===== src/rtl/transit_rr_sched_if.sv =====
// rtl/transit_rr_sched_if.sv - requester and engine handshake bundle for transit_rr_sched
interface transit_rr_sched_if #(
  parameter int N  = 4,
  parameter int LW = 4
);
  logic [N-1:0]    req;
  logic [N*LW-1:0] len;
  logic [N-1:0]    grant;
  logic [N-1:0]    done;
  logic            busy;
  logic            err;
  logic            eng_do;
  logic            eng_s;
  logic            eng_g;

  modport slave (
    input  req, len, eng_s, eng_g,
    output grant, done, busy, err, eng_do
  );

  modport master (
    output req, len, eng_s, eng_g,
    input  grant, done, busy, err, eng_do
  );
endinterface


===== src/rtl/transit_rr_sched.sv =====
// rtl/transit_rr_sched.sv - round-robin scheduler sharing one two-phase transit engine
module transit_rr_sched #(
  parameter int N   = 4,
  parameter int LW  = 4,
  parameter int TMO = 3
) (
  input  logic               clk,
  input  logic               rst_n,
  transit_rr_sched_if.slave  bus
);
  localparam int PW = (N > 1) ? $clog2(N) : 1;
  localparam int TW = $clog2(TMO + 1);

  typedef enum logic [1:0] {IDLE, RUN, WAITG, GAP} state_t;

  state_t          state, state_nx;
  logic [N-1:0]    grant_q, grant_nx;
  logic [N-1:0]    done_q, done_nx;
  logic            err_q, err_nx;
  logic            do_q, do_nx;
  logic [LW-1:0]   cnt, cnt_nx;
  logic [PW-1:0]   ptr, ptr_nx;
  logic [TW-1:0]   tmr, tmr_nx;

  logic            found;
  logic [PW-1:0]   win;
  logic [PW-1:0]   idx;
  logic [LW-1:0]   lsel;

  // Search starts one past the last winner so every requester gets a turn.
  always_comb begin
    found = 1'b0;
    win   = ptr;
    idx   = ptr;
    for (int k = 1; k <= N; k++) begin
      idx = PW'((int'(ptr) + k) % N);
      if (!found && bus.req[idx]) begin
        found = 1'b1;
        win   = idx;
      end
    end
    lsel = bus.len[win*LW +: LW];
  end

  always_comb begin
    state_nx = state;
    grant_nx = grant_q;
    done_nx  = '0;
    err_nx   = 1'b0;
    do_nx    = do_q;
    cnt_nx   = cnt;
    ptr_nx   = ptr;
    tmr_nx   = '0;
    unique case (state)
      IDLE: begin
        if (found) begin
          grant_nx = N'(1) << win;
          ptr_nx   = win;
          cnt_nx   = (lsel == '0) ? LW'(1) : lsel;
          do_nx    = 1'b1;
          state_nx = RUN;
        end
      end
      RUN: begin
        if (bus.eng_g) begin
          // Completion before the steps were delivered: abandon the burst.
          err_nx   = 1'b1;
          do_nx    = 1'b0;
          grant_nx = '0;
          state_nx = GAP;
        end else if (bus.eng_s) begin
          if (cnt <= LW'(1)) begin
            do_nx    = 1'b0;
            state_nx = WAITG;
          end else begin
            cnt_nx = cnt - LW'(1);
          end
        end
      end
      WAITG: begin
        if (bus.eng_g) begin
          done_nx  = grant_q;
          grant_nx = '0;
          state_nx = GAP;
        end else if (tmr == TW'(TMO - 1)) begin
          err_nx   = 1'b1;
          grant_nx = '0;
          state_nx = IDLE;
        end else begin
          tmr_nx = tmr + TW'(1);
        end
      end
      GAP: begin
        state_nx = IDLE;
      end
      default: begin
        state_nx = IDLE;
      end
    endcase
  end

  always_ff @(posedge clk or negedge rst_n) begin
    if (!rst_n) begin
      state   <= IDLE;
      grant_q <= '0;
      done_q  <= '0;
      err_q   <= 1'b0;
      do_q    <= 1'b0;
      cnt     <= '0;
      ptr     <= PW'(N - 1);
      tmr     <= '0;
    end else begin
      state   <= state_nx;
      grant_q <= grant_nx;
      done_q  <= done_nx;
      err_q   <= err_nx;
      do_q    <= do_nx;
      cnt     <= cnt_nx;
      ptr     <= ptr_nx;
      tmr     <= tmr_nx;
    end
  end

  assign bus.grant  = grant_q;
  assign bus.done   = done_q;
  assign bus.err    = err_q;
  assign bus.eng_do = do_q;
  assign bus.busy   = (state != IDLE);
endmodule

===== src/flat_wrapper.sv =====
// flat-port wrapper written by rule: the top's interface ports become plain ports
module transit_rr_sched_flat 
#(
  parameter int N   = 4,
  parameter int LW  = 4,
  parameter int TMO = 3
)
  (clk, rst_n, bus_req, bus_len, bus_eng_s, bus_eng_g, bus_grant, bus_done, bus_busy, bus_err, bus_eng_do);
  transit_rr_sched_if #(.N(N), .LW(LW)) bus_i ();
  input  logic clk;
  input  logic rst_n;
  input wire logic [$bits(bus_i.req)-1:0] bus_req;
  input wire logic [$bits(bus_i.len)-1:0] bus_len;
  input wire logic [$bits(bus_i.eng_s)-1:0] bus_eng_s;
  input wire logic [$bits(bus_i.eng_g)-1:0] bus_eng_g;
  output wire logic [$bits(bus_i.grant)-1:0] bus_grant;
  output wire logic [$bits(bus_i.done)-1:0] bus_done;
  output wire logic [$bits(bus_i.busy)-1:0] bus_busy;
  output wire logic [$bits(bus_i.err)-1:0] bus_err;
  output wire logic [$bits(bus_i.eng_do)-1:0] bus_eng_do;
  assign bus_i.req = bus_req;
  assign bus_i.len = bus_len;
  assign bus_i.eng_s = bus_eng_s;
  assign bus_i.eng_g = bus_eng_g;
  assign bus_grant = bus_i.grant;
  assign bus_done = bus_i.done;
  assign bus_busy = bus_i.busy;
  assign bus_err = bus_i.err;
  assign bus_eng_do = bus_i.eng_do;
  transit_rr_sched #(.N(N), .LW(LW), .TMO(TMO)) u_core (.clk(clk), .rst_n(rst_n), .bus(bus_i));
endmodule

===== config.mk =====
export PLATFORM = sky130hd
export DESIGN_NAME = transit_rr_sched_flat
export DESIGN_NICKNAME = d
export VERILOG_FILES = /design/src/rtl/transit_rr_sched_if.sv /design/src/rtl/transit_rr_sched.sv /design/src/flat_wrapper.sv
export SDC_FILE = /design/constraint.sdc
export NUM_CORES = 1
export LEC_CHECK = 0
export CORE_UTILIZATION = 48
export CTS_CLUSTER_DIAMETER = 30
export DETAILED_ROUTE_END_ITERATION = 6
export PLACE_DENSITY = 0.81
export SLEW_MARGIN = 20
export SYNTH_ARGS = -nofsm -noshare
export SYNTH_HDL_FRONTEND = slang
export SYNTH_SLANG_ARGS = --single-unit

===== constraint.sdc =====
create_clock -name clk -period 2.45 [get_ports clk]
set_input_delay 0.49 -clock clk [delete_from_list [all_inputs] [get_ports clk]]
set_output_delay 0.49 -clock clk [all_outputs]
set_load 0.01 [all_outputs]

=== After elaboration in Yosys (flattened, before gate mapping) ===
Index checks and enable logic that the tools add are counted.

* $lt $le $gt $ge: 5
* Reduce and logical (&&, ||, !) cells: 16
* Shift-type cells: 2
* Muxes and demuxes: 48
* Equal/unequal tests: 12
* Add/sub/neg operators: 6

{| class="wikitable"
|+ Operators with widths
! kind !! count
|-
| two-way mux 4 bit || 11
|-
| two-way mux 2 bit || 13
|-
| indexed part select 16 x 5 -> 4 bit || 1
|-
| two-way mux 1 bit || 15
|-
| < comparator 2 x 3 -> 1 bit, second input constant || 4
|-
| case mux 4 bit (3 select lines) || 1
|-
| AND reduction 4 bit || 3
|-
| binary-select mux 1 bit (select 2 bit) || 4
|-
| != test 2 bit, second input constant || 4
|-
| case mux 2 bit (4 select lines) || 1
|-
| case mux 4 bit (2 select lines) || 1
|-
| adder 2 x 1 -> 2 bit, second input constant || 3
|-
| equality test 2 bit, second input constant || 3
|-
| != test 3 x 2 -> 1 bit, second input constant || 2
|-
| AND reduction 5 bit || 1
|-
| adder 2 bit, second input constant || 2
|-
| <= comparator 4 x 1 -> 1 bit, second input constant || 1
|-
| zero test 4 bit || 1
|-
| case mux 1 bit (2 select lines) || 2
|-
| nonzero test 2 bit || 2
|-
| << shifter 1 x 2 -> 4 bit, first input constant || 1
|-
| subtractor 4 x 1 -> 4 bit, second input constant || 1
|-
| logical AND 1 bit || 3
|-
| zero test 1 bit || 3
|-
| other kinds (6) || 6
|}

* Word-level logic and storage cells: 97
* Output and inout port bits: 11
* Flip-flop bits (word level): 20
* Input bits: 24

=== Longest topological paths before layout ===
* Depth after elaboration: 18
* Gate-level depth with buffers: 9
* Gate-level depth less buffers: 8

=== Least setup slack after synthesis ===
OpenSTA, ideal clock, no wires.

* Path kind: input to register
* Start point: input port bus_req[1]
* End point: register u_core.grant_q[2], in the netlist u_core.bus.grant[2]
* Arrival: 1.857 ns
* Buffers on the path: 1
* Required time: 2.329 ns
* Setup slack: 0.472 ns
* Stages: 7
* Setup time: 0.121 ns
* Cells stage by stage: or4_4 > or2_1 > o21ai_1 > or3_1 > buf_2 > nor2_1 > a22o_1

* Cells in the longest elaborated chain, start to end: 15
* Elaborated cells between the ends (all ways): 27
* Classes of those cells: 1 x eq/ne; 1 x shift; 18 x mux; 7 x reduce/logical

{| class="wikitable"
|+ Ends and longest elaborated chain
! item !! line !! source
|-
| start: declaration || flat_wrapper.sv:12 || <nowiki>input wire logic [$bits(bus_i.req)-1:0] bus_req;</nowiki>
|-
| binary-select mux 1 bit (select 2 bit) || transit_rr_sched.sv:37 || <nowiki>if (!found && bus.req[idx]) begin</nowiki>
|-
| two-way mux 1 bit (not written as such) || transit_rr_sched.sv:37 ||
|-
| two-way mux 1 bit || transit_rr_sched.sv:37 ||
|-
| zero test 1 bit || transit_rr_sched.sv:37 ||
|-
| logical AND 1 bit || transit_rr_sched.sv:37 ||
|-
| two-way mux 1 bit || transit_rr_sched.sv:37 ||
|-
| zero test 1 bit || transit_rr_sched.sv:37 ||
|-
| logical AND 1 bit || transit_rr_sched.sv:37 ||
|-
| two-way mux 1 bit || transit_rr_sched.sv:37 ||
|-
| zero test 1 bit || transit_rr_sched.sv:37 ||
|-
| logical AND 1 bit || transit_rr_sched.sv:37 ||
|-
| two-way mux 2 bit || transit_rr_sched.sv:37 ||
|-
| << shifter 1 x 2 -> 4 bit || transit_rr_sched.sv:57 || <nowiki>grant_nx = N'(1) << win;</nowiki>
|-
| two-way mux 4 bit || transit_rr_sched.sv:56 || <nowiki>if (found) begin</nowiki>
|-
| case mux 4 bit (3 select lines) || transit_rr_sched.sv:54 || <nowiki>unique case (state)</nowiki>
|-
| end signal: assignment || transit_rr_sched.sv:114 || <nowiki>grant_q <= grant_nx;</nowiki>
|-
| end: declaration || transit_rr_sched.sv:17 || <nowiki>logic [N-1:0] grant_q, grant_nx;</nowiki>
|}

Several ways; a longest one is shown, not always the timed one. The select of a mux whose other input is x is not followed.
A chain may end at the register's enable or synchronous reset.

=== Worst setup path in the final report ===
* Start point: register u_core.state[0]
* End point: output port bus_busy

* Cells in the longest elaborated chain, start to end: 1

{| class="wikitable"
|+ Ends and longest elaborated chain
! item !! line !! source
|-
| start: declaration || transit_rr_sched.sv:16 || <nowiki>state_t state, state_nx;</nowiki>
|-
| start signal: assignment || transit_rr_sched.sv:113 || <nowiki>state <= state_nx;</nowiki>
|-
| nonzero test 2 bit || transit_rr_sched.sv:128 || <nowiki>assign bus.busy = (state != IDLE);</nowiki>
|-
| end: declaration || flat_wrapper.sv:18 || <nowiki>output wire logic [$bits(bus_i.busy)-1:0] bus_busy;</nowiki>
|}

No other way between the ends.

==> impl_metrics.yaml <==
outcome:
  status: "finished clean"
sta:
  clock_skew_ns: 0.0138
  max_freq_ghz: 0.442
  finalCriticalPeriod_ns: 2.26
  finalSetupViolCount: 0
  hold_violations: 0
  fin_ws_ns: 0.187
  worst_pin_slew_ns: 0.498
  slew_headroom_pct: 66.8
  slew_violations: 0
  period_share_pct: 92.4
  rsz0062_at_grt: "false"
finish:
  area_delta_synth_final_pct: 35.3
  final_cell_mix: "34 x clkdlybuf4s50_1, 18 x dfrtp_1, 11 x nor2_1, 11 x buf_4, 10 x a21oi_1"
  antenna_cells_inserted: 0
  nets: 216
  fillers: 207
  layout_commonest_cell: "clkdlybuf4s50_1"
  layout-drive-gt1-share_pct: 12.4
  stdcell_area_mm2: 0.00177
routing:
  initialDrtViolationCount: 36
  drt_pre_antenna_iters: 4
  drc: 0
  vias: 1300
  ant_nets: 0
  wl_um: 3290
  via_per_inst: 6.05
  wire_per_inst_um: 15.3
clock_tree:
  cts.htree.levels: 1
  cts_tree: "built"
  insertion_delay_ns: 0.30
  cts_root_buf: "clkbuf_4"
  post-cts-setup-buffers: 0
  cts-hold-fix-buffers: 0
  path_clk_slew_ns: 0.12
  clock_sinks: 20
  cts_resized: 0
  cts_made_buffers: 3
  clock_path_buffers: 2
synth:
  synth_seq_cells: 20
  syn_area_mm2: 0.00131
  ys_async_sr_fraction_pct: 100
  yosys_most_used_dff: "dfrtp_1"
  ys_seq_area_share_pct: 38.4
  synth-edff-count: 0
  yosysWarnings: 0
  yosysUniqueCellTypes: 43
  syn-num-nets: 170
  syn_inst: 140
  synth.avg_cell_area_um2: 9.37
setup_path:
  critPathMaxFanout: 5
  crit_type: "flip-flop to output pin"
  cp.required_ns: 1.96
  r2r_slack_ns: 0.37
  arrival_ns: 1.77
  endpoint_kind: "output pin"
  start_kind: "flip-flop"
pwr:
  vdd_drop_max_mv: 0.730
  power.leakage_nw: 0.752
  power_density_mw_per_mm2: 1100
floorplan:
  fp.dieH_um: 54.3
  core_mm2: 0.00252
  die_x_um: 54.3
  ios: 35
  dieArea_mm2: 0.00294
  start_util_pct: 52.0
  num_rows: 18
run:
  drv_cap: 0
grt:
  grt_pass1_wl_um: 5310
  grt_pass1_vias: 1236
  antenna_found_initial: 0
  grt-ovfl-total: 0
  track_usage_pct: 25.2
  grt_max_degree: 21
place:
  placed_cell_area_mm2: 0.00175
  dp_hpwl_um: 2720
  io_buffers: 34
  dp_worst_setup_slack_ns: -0.0817
  gp_congestion: 0.845
worst_hold_path:
  hold_path.class: "flip-flop to flip-flop"
## worst paths after layout
check / start / endpoint / cells past startpoint
max: u_core.state[0]$_DFFE_PN0P_ / bus_busy / 4
min: u_core.tmr[1]$_DFF_PN0_ / u_core.tmr[0]$_DFF_PN0_ / 1
max reg2reg: u_core.state[0]$_DFFE_PN0P_ / u_core.bus.grant[3]$_DFFE_PN0P_ / 8
min reg2reg: u_core.tmr[1]$_DFF_PN0_ / u_core.tmr[0]$_DFF_PN0_ / 1
max in group asynchronous: rst_n / u_core.ptr[1]$_DFFE_PN1P_ / 2
min in group asynchronous: rst_n / u_core.tmr[0]$_DFF_PN0_ / 2
## report_power, final
group / internal, mW / switching [mW] / total, mW
Combinational: 0.558 / 0.635 / 1.19
Clock: 0.0633 / 0.0967 / 0.160
Sequential: 0.462 / 0.132 / 0.594
## through the flow
stage | hold WS [ns] | cells | utilization [%] | TNS, ns | power (mW)
6_report | 0.463 | 215 | 70.3 | 0 | 1.95
5_1_grt | 0.486 | 215 | 70.3 | 0 | 2.11
4_1_cts | 0.469 | 215 | 70.3 | 0 | 1.94
3_5_place_dp | 0.454 | 211 | 69.3 | -0.221 | 1.78
3_3_place_gp | 0.438 | 211 | 69.3 | -0.0345 | 1.72
2_1_floorplan | 0.194 | 140 | - | 0 | 1.37
## state kept, by name, indices dropped and copies added (netlist names)
name               cells
u_core.ptr             2
u_core.tmr             2
u_core.bus.eng_do      1
u_core.bus.grant       4
u_core.bus.err         1
u_core.bus.done        4
u_core.cnt             4
u_core.state           2
## layer usage
layer	global-route usage (%)	part of all wire, %	vias up
li1	-	-	606
met1	29.2	43	624
met2	45.5	50	60
met3	3.89	4.4	10
met4	10.7	2.6	0
met5	0	0	-
## cells in the mapped netlist, types with 3 or more instances
cell / number / area, µm²
a21boi_0: 3 / 22.5
a21oi_1: 10 / 50.1
a22o_1: 5 / 43.8
and3_1: 4 / 25.0
dfrtp_1: 18 / 450
ha_1: 6 / 75.1
inv_1: 8 / 30.0
mux2i_1: 3 / 30.0
nand2_1: 9 / 33.8
nand2b_1: 5 / 31.3
nand3_1: 3 / 15.0
nor2_1: 11 / 41.3
nor2b_1: 5 / 31.3
nor3_1: 6 / 30.0
o21a_1: 3 / 22.5
o21ai_0: 7 / 35.0
## logic make-up (layout without fill, tap and decap cells)
logic type,Yosys count,count (layout),share of synthesized area (%)
multiplexers,3,3,2.29
AO/OA/AOI/OAI,47,47,28.1
buffers and inverters,12,57,4.10
flip-flops,20,20,38.4
AND/OR/NAND/NOR,52,52,21.4
adder cells (fa/ha/maj),6,6,5.73
## cell type report
| cell class | count | area (µm²) | share of cell area [%] |
|---|---|---|---|
| Clock buffer | 4 | 26.3 | 1.48 |
| Timing Repair Buffer | 45 | 423 | 23.8 |
| Inverter | 8 | 30.0 | 1.69 |
| Multi-Input combinational cell | 108 | 754 | 42.5 |
| Sequential cell | 20 | 503 | 28.3 |
| Tap cell | 30 | 37.5 | 2.12 |
## critical path, cell delays in order, from the launching register on
cell and delay [ns]:
dfrtp_1 0.45, inv_1 0.10, ha_1 0.24, inv_1 0.14, clkdlybuf4s50_1 0.55
No activity file was read; power rests on OpenSTA's default activity.
